<file path="config.mk">
export PLATFORM = sky130hd
export DESIGN_NAME = arb_job_requester_flat
export DESIGN_NICKNAME = d
export VERILOG_FILES = /design/src/rtl/arb_job_requester_pkg.sv /design/src/rtl/arb_job_requester_if.sv /design/src/rtl/arb_job_fifo.sv /design/src/rtl/arb_job_requester.sv /design/src/flat_wrapper.sv
export SDC_FILE = /design/constraint.sdc
export NUM_CORES = 1
export LEC_CHECK = 0
export CAP_MARGIN = 5
export CORE_MARGIN = 2
export CORE_UTILIZATION = 47
export DETAILED_ROUTE_END_ITERATION = 10
export PLACE_DENSITY = 0.72
export SYNTH_ARGS = -nofsm -noshare
export SYNTH_HDL_FRONTEND = slang
export SYNTH_SLANG_ARGS = --single-unit
</file>
<file path="constraint.sdc">
create_clock -name clk -period 2.1 [get_ports clk]
set_clock_uncertainty 0.15 [all_clocks]
set_input_delay 0.315 -clock clk [delete_from_list [all_inputs] [get_ports clk]]
set_output_delay 0.315 -clock clk [all_outputs]
set_load 0.03 [all_outputs]
</file>
<file path="src/rtl/arb_job_requester_pkg.sv">
// Shared types and defaults for the token-ring arbitration path.
// Holds the existing selection/controller/client enums plus the job-requester
// state encoding and its default parameter values.
package arb_job_requester_pkg;

    localparam int unsigned DEF_DEPTH  = 4;
    localparam int unsigned DEF_LEN_W  = 4;
    localparam int unsigned DEF_DATA_W = 8;

    typedef enum logic [1:0] {
        SEL_NONE,
        SEL_UPSTREAM,
        SEL_LOCAL
    } selection_e;

    typedef enum logic [1:0] {
        CTRL_IDLE,
        CTRL_GRANT,
        CTRL_PASS
    } controller_state_e;

    typedef enum logic [1:0] {
        CLI_IDLE,
        CLI_WAIT,
        CLI_BUSY
    } client_state_e;

    typedef enum logic [1:0] {
        IDLE,
        REQ,
        XFER,
        RELEASE
    } requester_state_e;

endpackage

</file>
<file path="src/rtl/arb_job_requester_if.sv">
// Bundle of the producer job port, controller req/ack handshake and beat output.
// master: the requester's view; slave: producer/controller/consumer view.
interface arb_job_requester_if #(
    parameter int unsigned DEPTH  = 4,
    parameter int unsigned LEN_W  = 4,
    parameter int unsigned DATA_W = 8
);
    localparam int unsigned CNT_W = $clog2(DEPTH) + 1;

    logic              job_valid;
    logic              job_ready;
    logic [LEN_W-1:0]  job_len;
    logic [DATA_W-1:0] job_data;
    logic              req;
    logic              ack;
    logic              beat_valid;
    logic [DATA_W-1:0] beat_data;
    logic [LEN_W-1:0]  beat_idx;
    logic              beat_last;
    logic [CNT_W-1:0]  pending;
    logic              abort_err;

    modport master (
        input  job_valid, job_len, job_data, ack,
        output job_ready, req, beat_valid, beat_data, beat_idx, beat_last,
               pending, abort_err
    );

    modport slave (
        output job_valid, job_len, job_data, ack,
        input  job_ready, req, beat_valid, beat_data, beat_idx, beat_last,
               pending, abort_err
    );
endinterface

</file>
<file path="src/rtl/arb_job_fifo.sv">
// Job FIFO: DEPTH entries of W bits, registered count, power-of-two wrap.
// Ports: clk, reset (async high), push/wdata, pop, rdata (head), count, full.
// Caller guarantees push only when !full and pop only when count > 0.
module arb_job_fifo #(
    parameter int unsigned DEPTH = 4,
    parameter int unsigned W     = 12
) (
    input  logic                       clk,
    input  logic                       reset,
    input  logic                       push,
    input  logic [W-1:0]               wdata,
    input  logic                       pop,
    output logic [W-1:0]               rdata,
    output logic [$clog2(DEPTH):0]     count,
    output logic                       full
);
    localparam int unsigned AW = $clog2(DEPTH);
    localparam int unsigned CW = AW + 1;

    logic [W-1:0]  mem_q [DEPTH];
    logic [AW-1:0] wr_ptr_q, wr_ptr_d;
    logic [AW-1:0] rd_ptr_q, rd_ptr_d;
    logic [CW-1:0] count_q, count_d;

    // Pointer/count update; simultaneous push and pop leaves count unchanged.
    always_comb begin
        wr_ptr_d = wr_ptr_q;
        rd_ptr_d = rd_ptr_q;
        count_d  = count_q;
        if (push) wr_ptr_d = wr_ptr_q + AW'(1);
        if (pop)  rd_ptr_d = rd_ptr_q + AW'(1);
        case ({push, pop})
            2'b10:   count_d = count_q + CW'(1);
            2'b01:   count_d = count_q - CW'(1);
            default: count_d = count_q;
        endcase
    end

    always_ff @(posedge clk or posedge reset) begin
        if (reset) begin
            wr_ptr_q <= '0;
            rd_ptr_q <= '0;
            count_q  <= '0;
        end else begin
            wr_ptr_q <= wr_ptr_d;
            rd_ptr_q <= rd_ptr_d;
            count_q  <= count_d;
        end
    end

    // Storage needs no reset; only entries below count are ever read.
    always_ff @(posedge clk) begin
        if (push) mem_q[wr_ptr_q] <= wdata;
    end

    assign rdata = mem_q[rd_ptr_q];
    assign count = count_q;
    assign full  = (count_q == CW'(DEPTH));
endmodule

</file>
<file path="src/rtl/arb_job_requester.sv">
// Client-side job requester for one token-ring port controller.
// Buffers burst jobs, requests the token per job, streams len beats on grant,
// then releases and waits for ack low before requesting again.
// Ports: clk, reset (async high), bus (arb_job_requester_if.master).
module arb_job_requester
    import arb_job_requester_pkg::*;
#(
    parameter int unsigned DEPTH  = DEF_DEPTH,
    parameter int unsigned LEN_W  = DEF_LEN_W,
    parameter int unsigned DATA_W = DEF_DATA_W
) (
    input  logic                 clk,
    input  logic                 reset,
    arb_job_requester_if.master  bus
);
    localparam int unsigned CNT_W = $clog2(DEPTH) + 1;
    localparam int unsigned JOB_W = LEN_W + DATA_W;

    requester_state_e  state_q, state_d;
    logic              req_q, req_d;
    logic              beat_valid_q, beat_valid_d;
    logic [LEN_W-1:0]  beat_idx_q, beat_idx_d;
    logic              beat_last_q, beat_last_d;
    logic              abort_err_q, abort_err_d;

    logic              push, pop, fifo_full;
    logic [LEN_W-1:0]  len_norm, head_len;
    logic [DATA_W-1:0] head_data;
    logic [JOB_W-1:0]  head_job;
    logic [CNT_W-1:0]  count;

    assign push     = bus.job_valid && !fifo_full;
    assign len_norm = (bus.job_len == '0) ? LEN_W'(1) : bus.job_len;

    arb_job_fifo #(
        .DEPTH (DEPTH),
        .W     (JOB_W)
    ) u_fifo (
        .clk   (clk),
        .reset (reset),
        .push  (push),
        .wdata ({len_norm, bus.job_data}),
        .pop   (pop),
        .rdata (head_job),
        .count (count),
        .full  (fifo_full)
    );

    assign {head_len, head_data} = head_job;

    // Next-state: request per queued job, stream beats, release, repeat.
    always_comb begin
        state_d      = state_q;
        req_d        = req_q;
        beat_valid_d = 1'b0;
        beat_idx_d   = beat_idx_q;
        beat_last_d  = 1'b0;
        abort_err_d  = abort_err_q;
        pop          = 1'b0;
        case (state_q)
            IDLE: begin
                req_d = 1'b0;
                if (count != '0) begin
                    req_d   = 1'b1;
                    state_d = REQ;
                end
            end
            REQ: begin
                req_d = 1'b1;
                if (bus.ack) begin
                    state_d      = XFER;
                    beat_valid_d = 1'b1;
                    beat_idx_d   = '0;
                    beat_last_d  = (head_len == LEN_W'(1));
                end
            end
            XFER: begin
                if (!bus.ack) begin
                    // Grant lost mid-burst: head stays queued and replays in full.
                    abort_err_d = 1'b1;
                    req_d       = 1'b0;
                    beat_idx_d  = '0;
                    state_d     = RELEASE;
                end else if (beat_last_q) begin
                    pop        = 1'b1;
                    req_d      = 1'b0;
                    beat_idx_d = '0;
                    state_d    = RELEASE;
                end else begin
                    beat_valid_d = 1'b1;
                    beat_idx_d   = beat_idx_q + LEN_W'(1);
                    beat_last_d  = ((beat_idx_q + LEN_W'(1)) == (head_len - LEN_W'(1)));
                end
            end
            RELEASE: begin
                req_d = 1'b0;
                if (!bus.ack) state_d = IDLE;
            end
            default: begin
                req_d   = 1'b0;
                state_d = IDLE;
            end
        endcase
    end

    always_ff @(posedge clk or posedge reset) begin
        if (reset) begin
            state_q      <= IDLE;
            req_q        <= 1'b0;
            beat_valid_q <= 1'b0;
            beat_idx_q   <= '0;
            beat_last_q  <= 1'b0;
            abort_err_q  <= 1'b0;
        end else begin
            state_q      <= state_d;
            req_q        <= req_d;
            beat_valid_q <= beat_valid_d;
            beat_idx_q   <= beat_idx_d;
            beat_last_q  <= beat_last_d;
            abort_err_q  <= abort_err_d;
        end
    end

    assign bus.job_ready  = !fifo_full;
    assign bus.req        = req_q;
    assign bus.beat_valid = beat_valid_q;
    assign bus.beat_data  = head_data;
    assign bus.beat_idx   = beat_idx_q;
    assign bus.beat_last  = beat_last_q;
    assign bus.pending    = count;
    assign bus.abort_err  = abort_err_q;
endmodule

</file>
<file path="src/flat_wrapper.sv">
// flat-port wrapper written by rule: the top's interface ports become plain ports
module arb_job_requester_flat import arb_job_requester_pkg::*;
#(
    parameter int unsigned DEPTH  = DEF_DEPTH,
    parameter int unsigned LEN_W  = DEF_LEN_W,
    parameter int unsigned DATA_W = DEF_DATA_W
)
  (clk, reset, bus_job_valid, bus_job_len, bus_job_data, bus_ack, bus_job_ready, bus_req, bus_beat_valid, bus_beat_data, bus_beat_idx, bus_beat_last, bus_pending, bus_abort_err);
  arb_job_requester_if #(.DEPTH(DEPTH), .LEN_W(LEN_W), .DATA_W(DATA_W)) bus_i ();
  input  logic clk;
  input  logic reset;
  input wire logic [$bits(bus_i.job_valid)-1:0] bus_job_valid;
  input wire logic [$bits(bus_i.job_len)-1:0] bus_job_len;
  input wire logic [$bits(bus_i.job_data)-1:0] bus_job_data;
  input wire logic [$bits(bus_i.ack)-1:0] bus_ack;
  output wire logic [$bits(bus_i.job_ready)-1:0] bus_job_ready;
  output wire logic [$bits(bus_i.req)-1:0] bus_req;
  output wire logic [$bits(bus_i.beat_valid)-1:0] bus_beat_valid;
  output wire logic [$bits(bus_i.beat_data)-1:0] bus_beat_data;
  output wire logic [$bits(bus_i.beat_idx)-1:0] bus_beat_idx;
  output wire logic [$bits(bus_i.beat_last)-1:0] bus_beat_last;
  output wire logic [$bits(bus_i.pending)-1:0] bus_pending;
  output wire logic [$bits(bus_i.abort_err)-1:0] bus_abort_err;
  assign bus_i.job_valid = bus_job_valid;
  assign bus_i.job_len = bus_job_len;
  assign bus_i.job_data = bus_job_data;
  assign bus_i.ack = bus_ack;
  assign bus_job_ready = bus_i.job_ready;
  assign bus_req = bus_i.req;
  assign bus_beat_valid = bus_i.beat_valid;
  assign bus_beat_data = bus_i.beat_data;
  assign bus_beat_idx = bus_i.beat_idx;
  assign bus_beat_last = bus_i.beat_last;
  assign bus_pending = bus_i.pending;
  assign bus_abort_err = bus_i.abort_err;
  arb_job_requester #(.DEPTH(DEPTH), .LEN_W(LEN_W), .DATA_W(DATA_W)) u_core (.clk(clk), .reset(reset), .bus(bus_i));
endmodule
</file>
After elaboration in Yosys (flattened, before gate mapping)
Memory sizes are Yosys's and may differ from the RTL's.
Index checks and enable logic that the tools add are counted.
{ "op_classes": {"mux": 29, "order_cmp": 0, "div": 0, "bitwise_logic": 1, "shifts": 0, "reduce_logical": 10, "n_eq_ne": 12, "mul": 0, "n_addsub": 6} }
{ "op_table": {"columns": ["cell", "n"], "rows": [
  ["$mux 4", 4],
  ["$mux 1", 14],
  ["$mux 2", 5],
  ["$pmux 2 s4", 1],
  ["$pmux 4 s2", 1],
  ["$eq 2x2->1 const B", 3],
  ["$pmux 3 s2", 1],
  ["$add 2x1->2 const B", 2],
  ["$add 4x1->4 const B", 1],
  ["$eq 2x1->1 const B", 2],
  ["$eq 4x1->1 const B", 1],
  ["$eq 4x4->1", 1],
  ["$logic_not 4->1", 1],
  ["$ne 2x2->1 const B", 2],
  ["$pmux 1 s2", 2],
  ["$pmux 1 s4", 1],
  ["$reduce_and 2->1", 2],
  ["$reduce_and 4->1", 1],
  ["$reduce_bool 2->1", 2],
  ["$sub 4x1->4 const B", 1],
  ["$add 3x1->3 const B", 1],
  ["$eq 3x3->1 const B", 1],
  ["$ne 3x2->1 const B", 1],
  ["$reduce_bool 3->1", 1],
  ["6 further kinds", 6]
]} }
{ "totals": {"romBits": 0, "n_memories": 1, "out_inout_bits": 20, "mem_bits_rw": 48, "wordCells": 68, "latchBits": 0, "register_bits": 17} }
{ "memory_table": {"columns": ["memory", "depth", "width", "rd", "rd_ports_with_merged_regs", "write_ports", "line_no", "text"], "rows": [
  ["u_core.u_fifo.mem_q", 4, 12, 1, 0, 1, "arb_job_fifo.sv:20", "logic [W-1:0] mem_q [DEPTH];"]
]} }

Longest topological paths before layout
Gate-level depths: netlist of the first run.
An unclocked memory read counts as a cell.
{ "logic_depth": {"word_depth": 6, "mapped_depth": 10, "ltp_nobuf": 10} }

By module
From an unflattened synthesis of the first run, not the netlist that was laid out.
{ "unflattened": {"hier_cells": 173, "area_unflattened_um2": 2855.2} }
{ "modules_own_cells": {"columns": ["mod", "area_per_inst_um2", "cells_each", "instances"], "rows": [
  ["arb_job_fifo", 2148.3, 96, 1],
  ["arb_job_requester", 706.9, 77, 1]
]} }

Worst setup path after synthesis of the first run
Ideal clock, no wire load.
{ "synth_timing": {"path_kind": "register to register", "start": "register u_core.u_fifo.count_q[0], in the netlist u_core.u_fifo.count[0]", "end": "register u_core.u_fifo.count_q[2], in the netlist u_core.u_fifo.count[2]", "required_time_ns": 1.870, "stages_incl_launch_ff": 11, "path_slack_ns": -0.442, "arrival_ns": 2.312, "path_cell_list": "dfrtp_1 > inv_1 > nand3_1 > and2_1 > inv_1 > ha_1 > inv_1 > fa_1 > xor2_1 > nor2_1 > xor2_1"} }
{ "synth_via": {"elab_chain_len": 5, "elab_cells_between_ends": 9, "classes_between": "2 x add/sub; 3 x eq/ne; 1 x mux; 3 x reduce/logical"} }
{ "synth_rtl": {"columns": ["item", "line_no", "text"], "rows": [
  ["from (decl)", "arb_job_fifo.sv:23", "logic [CW-1:0] count_q, count_d;"],
  ["from (signal assigned)", "arb_job_fifo.sv:47", "count_q <= count_d;"],
  ["$eq 3x3->1 *", "arb_job_fifo.sv:58", "assign full = (count_q == CW'(DEPTH));"],
  ["$logic_not 1->1 *", null, null],
  ["net bus_job_ready", "flat_wrapper.sv:16", "output wire logic [$bits(bus_i.job_ready)-1:0] bus_job_ready;"],
  ["$logic_and 1x1->1 *", "arb_job_requester.sv:32", "assign push = bus.job_valid && !fifo_full;"],
  ["$eq 2x1->1 / $eq 2x2->1 (equally long branches)", "arb_job_fifo.sv:32", "case ({push, pop})"],
  ["$pmux 3 s2 / $reduce_bool 2->1 (equally long branches)", null, null]
]} }
Mark *: on every way through the listed nets, which the timed path passes. The rest lies on a longest branch.
A chain may end at the register's enable or synchronous reset.

Worst setup path after layout of the first run
{ "layout_timing": {"start": "register u_core.u_fifo.rd_ptr_q[0]", "end": "register u_core.beat_last_q, in the netlist u_core.bus.beat_last"} }
{ "layout_via": {"elab_chain_len": 6, "elab_cells_between_ends": 8, "classes_between": "1 x add/sub; 2 x eq/ne; 4 x mux; 1 x memory"} }
{ "layout_rtl": {"columns": ["item", "line_no", "text"], "rows": [
  ["from (decl)", "arb_job_fifo.sv:22", "logic [AW-1:0] rd_ptr_q, rd_ptr_d;"],
  ["from (signal assigned)", "arb_job_fifo.sv:46", "rd_ptr_q <= rd_ptr_d;"],
  ["$mem_v2 4x12 *", null, null],
  ["$sub 4x1->4", "arb_job_requester.sv:92", "beat_last_d = ((beat_idx_q + LEN_W'(1)) == (head_len - LEN_W'(1)));"],
  ["$eq 4x4->1", "arb_job_requester.sv:92", null],
  ["$mux 1", "arb_job_requester.sv:84", "end else if (beat_last_q) begin"],
  ["$mux 1", "arb_job_requester.sv:78", "if (!bus.ack) begin"],
  ["$pmux 1 s2 *", "arb_job_requester.sv:60", "case (state_q)"],
  ["net u_core.beat_last_d", "arb_job_requester.sv:23", "logic beat_last_q, beat_last_d;"],
  ["to (signal assigned)", "arb_job_requester.sv:119", "beat_last_q <= beat_last_d;"],
  ["to (decl)", "arb_job_requester.sv:23", null]
]} }
Marked as above.

==> flow_summary.yaml, run 1 <==
outcome:
  run_status: "finished, final reports clean"
timing:
  post-route-period-util_pct: 99.87
  slew_headroom_pct: 54.43
  hold_viol_final: 0
  rsz0062_at_grt: "yes"
  min_period_ns: 2.097
  final.setup.tns_ns: 0
  slew_violations: 0
  timing.hold.ws_ns: 0.2378
  setup_viol: 0
  worst_pin_slew_ns: 0.6828
  clock.fmax_mhz: 476.8
power_and_ir_drop:
  p_seq_share_pct: 37.7
  pwr-share-comb_pct: 39.3
  power_uw: 4972
  p_int_uw: 3325
  max-vdd-ir-drop_mv: 0.8783
  p_clk_share_pct: 23.0
  p_sw_share_pct: 33.13
  p_sw_uw: 1647
  leakagePower_uw: 0.001434
  cellPowerDensity_nw_per_um2: 1343
synth:
  yosysTopAreaCell: "edfxtp_1"
  syn_nets: 196
  ys_seq_elements: 65
  postSynthAreaPerCell_um2: 16.90
  synth_cells: 166
  yosys_warnings: 0
  yosysSeqAreaShare_pct: 66.55
  synth_edf_count: 48
  synthesis.area_um2: 2805
  synthFlopType: "edfxtp_1"
  ys_types: 35
  synthArstFlopShare_pct: 26.15
  yosysTopAreaCellShare_pct: 51.38
  synth_area_leaders: "edfxtp_1 (51%), dfrtp_1 (15%), mux4_2 (8.0%), ha_1 (5.8%), mux4_1 (1.9%)"
routing:
  finalWirelength_mm: 5.027
  drtAntennaViolNets: 0
  drcViolationCount: 0
  avgRoutedWirePerCell_um: 16.27
  via_per_inst: 5.217
  via_count: 1612
  dr.pass1.iters: 4
  drt_iter0_markers: 47
finish:
  final_nets: 259
  antenna_cells: 0
  final_core_util_pct: 63.26
  multi_input_area_um2: 932.1
  final-seq-area_um2: 1871
  nFillCells: 425
  area_delta_synth_final_pct: 31.94
  drive_above_1_share_pct: 33.76
setup_path:
  cp_data_arrival_time_ns: 2.20
  cp_max_fo: 4
  startpoint_type: "flip-flop"
  cp-end-kind: "flip-flop"
  critPathKind: "reg -> reg"
  required_ns: 2.20
placement:
  hpwl_mm: 3.394
  io_buffers: 35
  place_congestion: 0.8027
hold_path:
  hold_path_class: "in -> async"
clocking:
  clk_latency_ns: 0.33
  clock-sinks: 65
  cts_root_buf: "clkbuf_8"
  cts_buffers: 9
  cts_tree: "built"
  clk_pin_slew_ns: 0.07
  htree_levels: 3
  clockBufferDepth: 2
grt:
  grt_pass1_vias: 1716
  grt_usage_pct: 17.21
  grt_pass1_wl_mm: 8.086
  grt_max_degree: 18
  antenna_found_initial: 0
  grt-ovfl-total: 0
floorplan:
  core_area_um2: 5851
  die_width_um: 81.26
  io_pins: 36
  die_area_um2: 6602
  die_h_um: 81.26
  initial_utilization_pct: 47.95
  num_rows: 28
flow_run:
  max_cap_viol_count: 0
[logic make-up after synthesis]
group	share of synthesized area (%)
muxes	11.06
buffers and inverters	2.720
adders and majority gates	6.512
DFF	66.55
AOI/OAI and AO/OA	2.543
and+or+nand+nor	5.843
xor gates and xnor gates	4.772
[layer usage]
layer | routed length (um) | vias up | track usage [%]
li1 | - | 744 | -
met1 | 2101 | 822 | 20.29
met2 | 2654 | 38 | 29.59
met3 | 196 | 8 | 4.222
met4 | 75 | 0 | 8.305
met5 | 0 | - | 0
[path summary, 6_finish.rpt]
kind	startpoint	to	slack (ns)	cells past startpoint
max in group asynchronous	reset	u_core.u_fifo.count[2]	1.09	2
hold reg to reg	u_core.bus.abort_err	u_core.bus.abort_err	0.30	1
hold / removal	reset	u_core.bus.beat_valid	0.24	2
setup / recovery	u_core.u_fifo.rd_ptr_q[0]	u_core.bus.beat_last	0.003	7
setup reg to reg	u_core.u_fifo.rd_ptr_q[0]	u_core.bus.beat_last	0.003	7
min in group clk	u_core.bus.abort_err	u_core.bus.abort_err	0.30	1
[critical path: stages, from the launching register on]
cell,delay [ns]
dfrtp_1,0.42
buf_6,0.15
mux4_2,0.54
inv_4,0.10
ha_4,0.12
nand4b_1,0.13
or3_1,0.33
o21ai_1,0.09
[layout make-up]
class	count	share of cell area, %
timing repair buffer	58	14.50
inverter	12	1.352
clock buffer	9	3.347
clock inverter	7	2.535
sequential	65	50.54
tap	75	2.535
multi-input combinational	83	25.19
[registers in the layout, summed over array words and instances (netlist names)]
name	count
u_core.u_fifo.count	3
u_core.bus.beat_idx	4
u_core.u_fifo.mem_q	48
u_core.state_q	2
u_core.u_fifo.wr_ptr_q	2
u_core.bus.req	1
u_core.u_fifo.rd_ptr_q	2
u_core.bus.abort_err	1
u_core.bus.beat_last	1
u_core.bus.beat_valid	1
[cells in the final DEF, fill, tap and decap left out, types with 3 or more instances in the layout]
cell type / count
edfxtp_1: 48
clkdlybuf4s50_1: 27
buf_4: 20
dfrtp_1: 14
mux4_2: 10
nand2_1: 9
ha_1: 9
clkbuf_8: 9
xnor2_1: 5
inv_2: 5
inv_1: 5
buf_6: 5
nor2_1: 4
xor2_1: 4
and3_1: 4
o21ai_0: 4
buf_2: 4
a22o_1: 3
ha_4: 3
dfrtp_2: 3
[metrics by stage]
step | area, um2 | setup slack, ns | cells
detailed placement | 3401 | -0.1023 | 286
finish | 3701 | 0.002782 | 309
floorplan | 2843 | -0.01149 | 166
global placement | 3401 | -0.06046 | 286
CTS | 3631 | -0.004517 | 304
global route | 3701 | -0.06540 | 309
[repair_timing]
item	4_1_cts	5_1_grt
buffers inserted	2	5
pin swaps	5	5
hold buffers	0	0
setup endpoints to repair	9	11
gates resized for setup	51	8
[synth_stat cells, types with 3 or more instances]
cell	number
xnor2_1	6
inv_1	12
o21ai_0	4
nor2_1	4
clkbuf_1	3
mux4_2	10
edfxtp_1	48
a22o_1	3
dfrtp_1	17
ha_1	13
xor2_1	4
nand2_1	9
and3_1	5
[power by group through the flow]
stage / Sequential, uW / Combinational, uW / Clock [uW]
floorplan: 2000 / 1030 / 0
finish: 1870 / 1950 / 1140
CTS: 1880 / 1840 / 1160
global placement: 1880 / 1730 / 0
detailed placement: 1900 / 1800 / 0
global route: 1910 / 2130 / 1220
Power figures use the tool's default switching activity.
==> inputs of run 2 (changes only) <==
--- a/config.mk
+++ b/config.mk
@@ -7,9 +7,8 @@
 export LEC_CHECK = 0
 export CAP_MARGIN = 5
 export CORE_MARGIN = 2
-export CORE_UTILIZATION = 47
+export CORE_UTILIZATION = 40
 export DETAILED_ROUTE_END_ITERATION = 10
-export PLACE_DENSITY = 0.72
 export SYNTH_ARGS = -nofsm -noshare
 export SYNTH_HDL_FRONTEND = slang
 export SYNTH_SLANG_ARGS = --single-unit
==> flow_summary.yaml, run 2 (synthesized netlist as in run 1, its figures left out) <==
timing:
  slew_headroom_pct: 77.07
  worst_pin_slew_ns: 0.3436
  rsz0062_at_grt: "yes"
  post-route-period-util_pct: 98.57
  hold_viol_final: 0
  clock.fmax_mhz: 483.1
  slew_violations: 0
  setup_viol: 0
  min_period_ns: 2.070
  final.setup.tns_ns: 0
routing:
  drcViolationCount: 0
  drtAntennaViolNets: 0
  avgRoutedWirePerCell_um: 15.84
  finalWirelength_mm: 5.213
  drt_iter0_markers: 47
  via_per_inst: 4.845
  dr.pass1.iters: 4
  via_count: 1594
grt:
  grt_pass1_vias: 1684
  antenna_found_initial: 0
  grt_usage_pct: 14.98
  grt_pass1_wl_mm: 8.383
  grt-ovfl-total: 0
  grt_max_degree: 14
finish:
  drive_above_1_share_pct: 32.62
  instances_no_fill: 329
  nFillCells: 559
  area_delta_synth_final_pct: 31.76
  largest_reg_flops: 48
  final_nets: 258
  layout_common_cells: "edfxtp_1 (48), clkdlybuf4s50_1 (26), buf_4 (19)"
  mostFrequentLayoutCell: "edfxtp_1"
  antenna_cells: 0
  regMostFlops: "u_core.u_fifo.mem_q"
placement:
  io_buffers: 35
  hpwl_mm: 3.569
  place_congestion: 0.7723
  dpl.cell_count: 308
setup_path:
  cp_data_arrival_time_ns: 1.61
  startpoint_type: "flip-flop"
  cp_max_fo: 10
  cp-end-kind: "output pin"
  cp_slowest_cell: "mux4_2"
  required_ns: 1.63
  critPathKind: "reg -> out"
  crit_path_max_incr_delay_ns: 0.50
  crit_chain: "buf_12 -> mux4_2 -> buf_2"
clocking:
  clk_pin_slew_ns: 0.08
  cts_root_buf: "clkbuf_8"
  clockBufferDepth: 2
  htree_levels: 3
  cts_buffers: 9
  clk_latency_ns: 0.34
  clock-sinks: 65
  cts_tree: "built"
floorplan:
  die_h_um: 87.75
  initial_utilization_pct: 41.29
  num_rows: 30
  io_pins: 36
  core_area_um2: 6794
  die_area_um2: 7699
  die_width_um: 87.75
hold_path:
  hold_path_class: "in -> async"
power_and_ir_drop:
  leakagePower_uw: 0.001424
  cellPowerDensity_nw_per_um2: 1333
  max-vdd-ir-drop_mv: 0.5909
outcome:
  run_status: "finished, final reports clean"
flow_run:
  max_cap_viol_count: 0
## run 2: worst paths after layout
kind,start,end,slack [ns],cells after the start
worst max-delay path,u_core.u_fifo.rd_ptr_q[0],bus_beat_data[3],0.03,3
worst min-delay path,reset,u_core.u_fifo.wr_ptr_q[0],0.08,2
worst max register to register,u_core.u_fifo.rd_ptr_q[0],u_core.bus.beat_last,0.08,5
worst min register to register,u_core.bus.abort_err,u_core.bus.abort_err,0.32,1
max in group asynchronous,reset,u_core.u_fifo.rd_ptr_q[1],1.26,3
min in group clk,u_core.bus.abort_err,u_core.bus.abort_err,0.32,1
## run 2: critical path, delay by kind of cell, from the launching register on
kind	cells	cell delay, ns
DFF	1	0.41
muxes	1	0.50
buffers and inverters	2	0.36
## run 2: power breakdown
group | total (uW) | switching, uW | internal, uW
Sequential | 1880 | 163 | 1710
Combinational | 1860 | 993 | 872
Clock | 1180 | 504 | 680
## run 2: area by class of cell
class	instances	area [um2]	area share [%]
Sequential cell	65	1871	50.61
Clock buffer	9	123.9	3.351
Clock inverter	7	102.6	2.776
Inverter	12	45.04	1.219
Multi-Input combinational cell	83	918.4	24.85
Timing Repair Buffer	57	515.5	13.95
Tap cell	96	120.1	3.250
## run 2: per-stage QoR
| stage | setup WS, ns | utilization (%) | power, uW | hold slack [ns] | cell area (um2) |
|---|---|---|---|---|---|
| floorplan | -0.01149 | - | 3028 | 0.09086 | 2843 |
| global placement | -0.06321 | 50.55 | 3632 | 0.2909 | 3435 |
| detailed placement | -0.09129 | 50.55 | 3713 | 0.3193 | 3435 |
| CTS | 0.003973 | 53.61 | 4899 | 0.08221 | 3642 |
| global route | -0.03369 | 54.40 | 5210 | 0.1120 | 3696 |
| finish | 0.02995 | 54.40 | 4926 | 0.08307 | 3696 |
## run 2: per-layer routing
layer | share of wire [%] | GRT usage, % | vias up
met3 | 3.9 | 4.430 | 7
met5 | 0 | 0 | -
met1 | 42 | 18.77 | 805
li1 | - | - | 743
met4 | 1.5 | 7.133 | 0
met2 | 52 | 23.97 | 39
## run 2: what timing repair did
item                       4_1_cts  5_1_grt
gates resized for setup         48        3
setup endpoints to repair       10       10
hold buffers                     0        0
buffers inserted                 0        5
pin swaps                        1        4
==> inputs of run 3 (changes only) <==
--- a/config.mk
+++ b/config.mk
@@ -9,6 +9,7 @@
 export CORE_MARGIN = 2
 export CORE_UTILIZATION = 40
 export DETAILED_ROUTE_END_ITERATION = 10
+export PLACE_DENSITY = 0.71
 export SYNTH_ARGS = -nofsm -noshare
 export SYNTH_HDL_FRONTEND = slang
 export SYNTH_SLANG_ARGS = --single-unit
==> flow_summary.yaml, run 3 (synthesized netlist as in run 1, its figures left out) <==
outcome:
  run_status: "finished, final reports clean"
setup_path:
  cp_top_family: "multiplexers"
  required_ns: 2.17
  critPathKind: "reg -> reg"
  cp-end-kind: "flip-flop"
  cp_data_arrival_time_ns: 2.17
  crit_path_max_incr_delay_ns: 0.54
  crit_chain: "buf_12 -> mux4_2 -> inv_2 -> ha_4 -> xnor3_1 -> nand4_1 -> o21ai_1"
  cp_max_fo: 7
  cp_slowest_cell: "mux4_2"
  crit_buf_inv: 2
  startpoint_type: "flip-flop"
timing:
  hold_viol_final: 0
  slew_violations: 0
  rsz0062_at_grt: "yes"
  slew_headroom_pct: 78.18
  setup_viol: 0
  clock.fmax_mhz: 476.7
  finalWorstSetupSlack_ns: 0.002383
  worst_pin_slew_ns: 0.3267
  final.setup.tns_ns: 0
  post-route-period-util_pct: 99.89
  min_period_ns: 2.098
  timing.hold.ws_ns: 0.1380
floorplan:
  initial_utilization_pct: 41.29
  num_rows: 30
  die_h_um: 87.75
  core_area_um2: 6794
  die_area_um2: 7699
  io_pins: 36
  die_width_um: 87.75
routing:
  finalWirelength_mm: 4.889
  via_count: 1554
  via_per_inst: 4.723
  avgRoutedWirePerCell_um: 14.86
  dr.pass1.iters: 6
  drcViolationCount: 0
  drtAntennaViolNets: 0
  drt_iter0_markers: 45
placement:
  io_buffers: 35
  hpwl_mm: 3.173
  post-place-ws_ns: -0.1079
  place_congestion: 0.7581
  dpl.cell_count: 307
clocking:
  clk_latency_ns: 0.34
  cts_tree: "built"
  clockBufferDepth: 2
  clk_pin_slew_ns: 0.07
  cts_buffers: 9
  clock-sinks: 65
  cts_root_buf: "clkbuf_8"
  ctsHoldBuffers: 0
  htree_levels: 3
power_and_ir_drop:
  leakagePower_uw: 0.001432
  cellPowerDensity_nw_per_um2: 1308
  max-vdd-ir-drop_mv: 0.6899
finish:
  regMostFlops: "u_core.u_fifo.mem_q"
  antenna_cells: 0
  mostFrequentLayoutCell: "edfxtp_1"
  largest_reg_flops: 48
  area_delta_synth_final_pct: 32.74
  final-seq-area_um2: 1872
  final_nets: 258
  drive_above_1_share_pct: 31.76
  nFillCells: 560
  multi_input_area_um2: 908.4
  layout_common_cells: "edfxtp_1 (48), clkdlybuf4s50_1 (26), buf_4 (20)"
  instances_no_fill: 329
grt:
  grt_pass1_vias: 1561
  antenna_found_initial: 0
  grt_usage_pct: 13.50
  grt_max_degree: 18
  grt_pass1_wl_mm: 7.583
  grt-ovfl-total: 0
hold_path:
  hold_path_class: "in -> async"
flow_run:
  max_cap_viol_count: 0
[run 3: cell count changes in the layout (fill, tap and decap cells not counted), moves of 2 or more]
| cell | delta |
|---|---|
| buf_2 | -6 |
| buf_6 | +4 |
| inv_6 | -2 |
| clkbuf_1 | +2 |
[run 3: power by group]
group | total (uW) | internal [uW] | switching, uW
clock | 1120 | 667 | 458
combinational | 1870 | 918 | 954
sequential | 1870 | 1720 | 156
[run 3: metrics by stage]
stage                     power, uW  utilization (%)  area [um2]
after global routing           5147            54.81        3724
after floorplan                3028                -        2843
after detailed placement       3658            50.44        3427
after global placement         3632            50.44        3427
final                          4869            54.81        3724
after CTS                      4750            53.08        3606
[run 3: layout make-up]
class,instances,share of cell area (%)
Clock inverter,5,2.151
Tap cell,96,3.226
Multi-Input combinational cell,83,24.40
Inverter,12,1.210
Sequential cell,65,50.27
Timing Repair Buffer,57,15.22
Clock buffer,11,3.528
[run 3: layer usage]
metal / GRT usage [%] / wire length (um)
met5: 0 / 0
met4: 3.357 / 12
met3: 6.221 / 266
met2: 22.04 / 2476
met1: 16.39 / 2132
[run 3: final timing paths]
check | startpoint | endpoint | slack [ns] | cells after the start
worst max-delay path | u_core.u_fifo.rd_ptr_q[0] | u_core.bus.beat_last | 0.002 | 7
min in group clk | u_core.bus.abort_err | u_core.bus.abort_err | 0.31 | 1
worst min register to register | u_core.bus.abort_err | u_core.bus.abort_err | 0.31 | 1
worst min-delay path | reset | u_core.u_fifo.wr_ptr_q[1] | 0.14 | 3
worst max register to register | u_core.u_fifo.rd_ptr_q[0] | u_core.bus.beat_last | 0.002 | 7
max in group asynchronous | reset | u_core.u_fifo.count[0] | 1.45 | 3
[run 3: worst reg2reg max path, cell delays in order, from the launching register on]
cell and delay, ns:
dfrtp_2 0.42, buf_12 0.15, mux4_2 0.54, inv_2 0.09
ha_4 0.12, xnor3_1 0.37, nand4_1 0.08, o21ai_1 0.07
[run 3: timing repair]
item,in CTS,in global routing
pin swaps,0,4
setup buffers,1,4
gates cloned,0,1
gates resized for setup,41,27
setup endpoints to repair,9,11
hold endpoints to repair,0,0
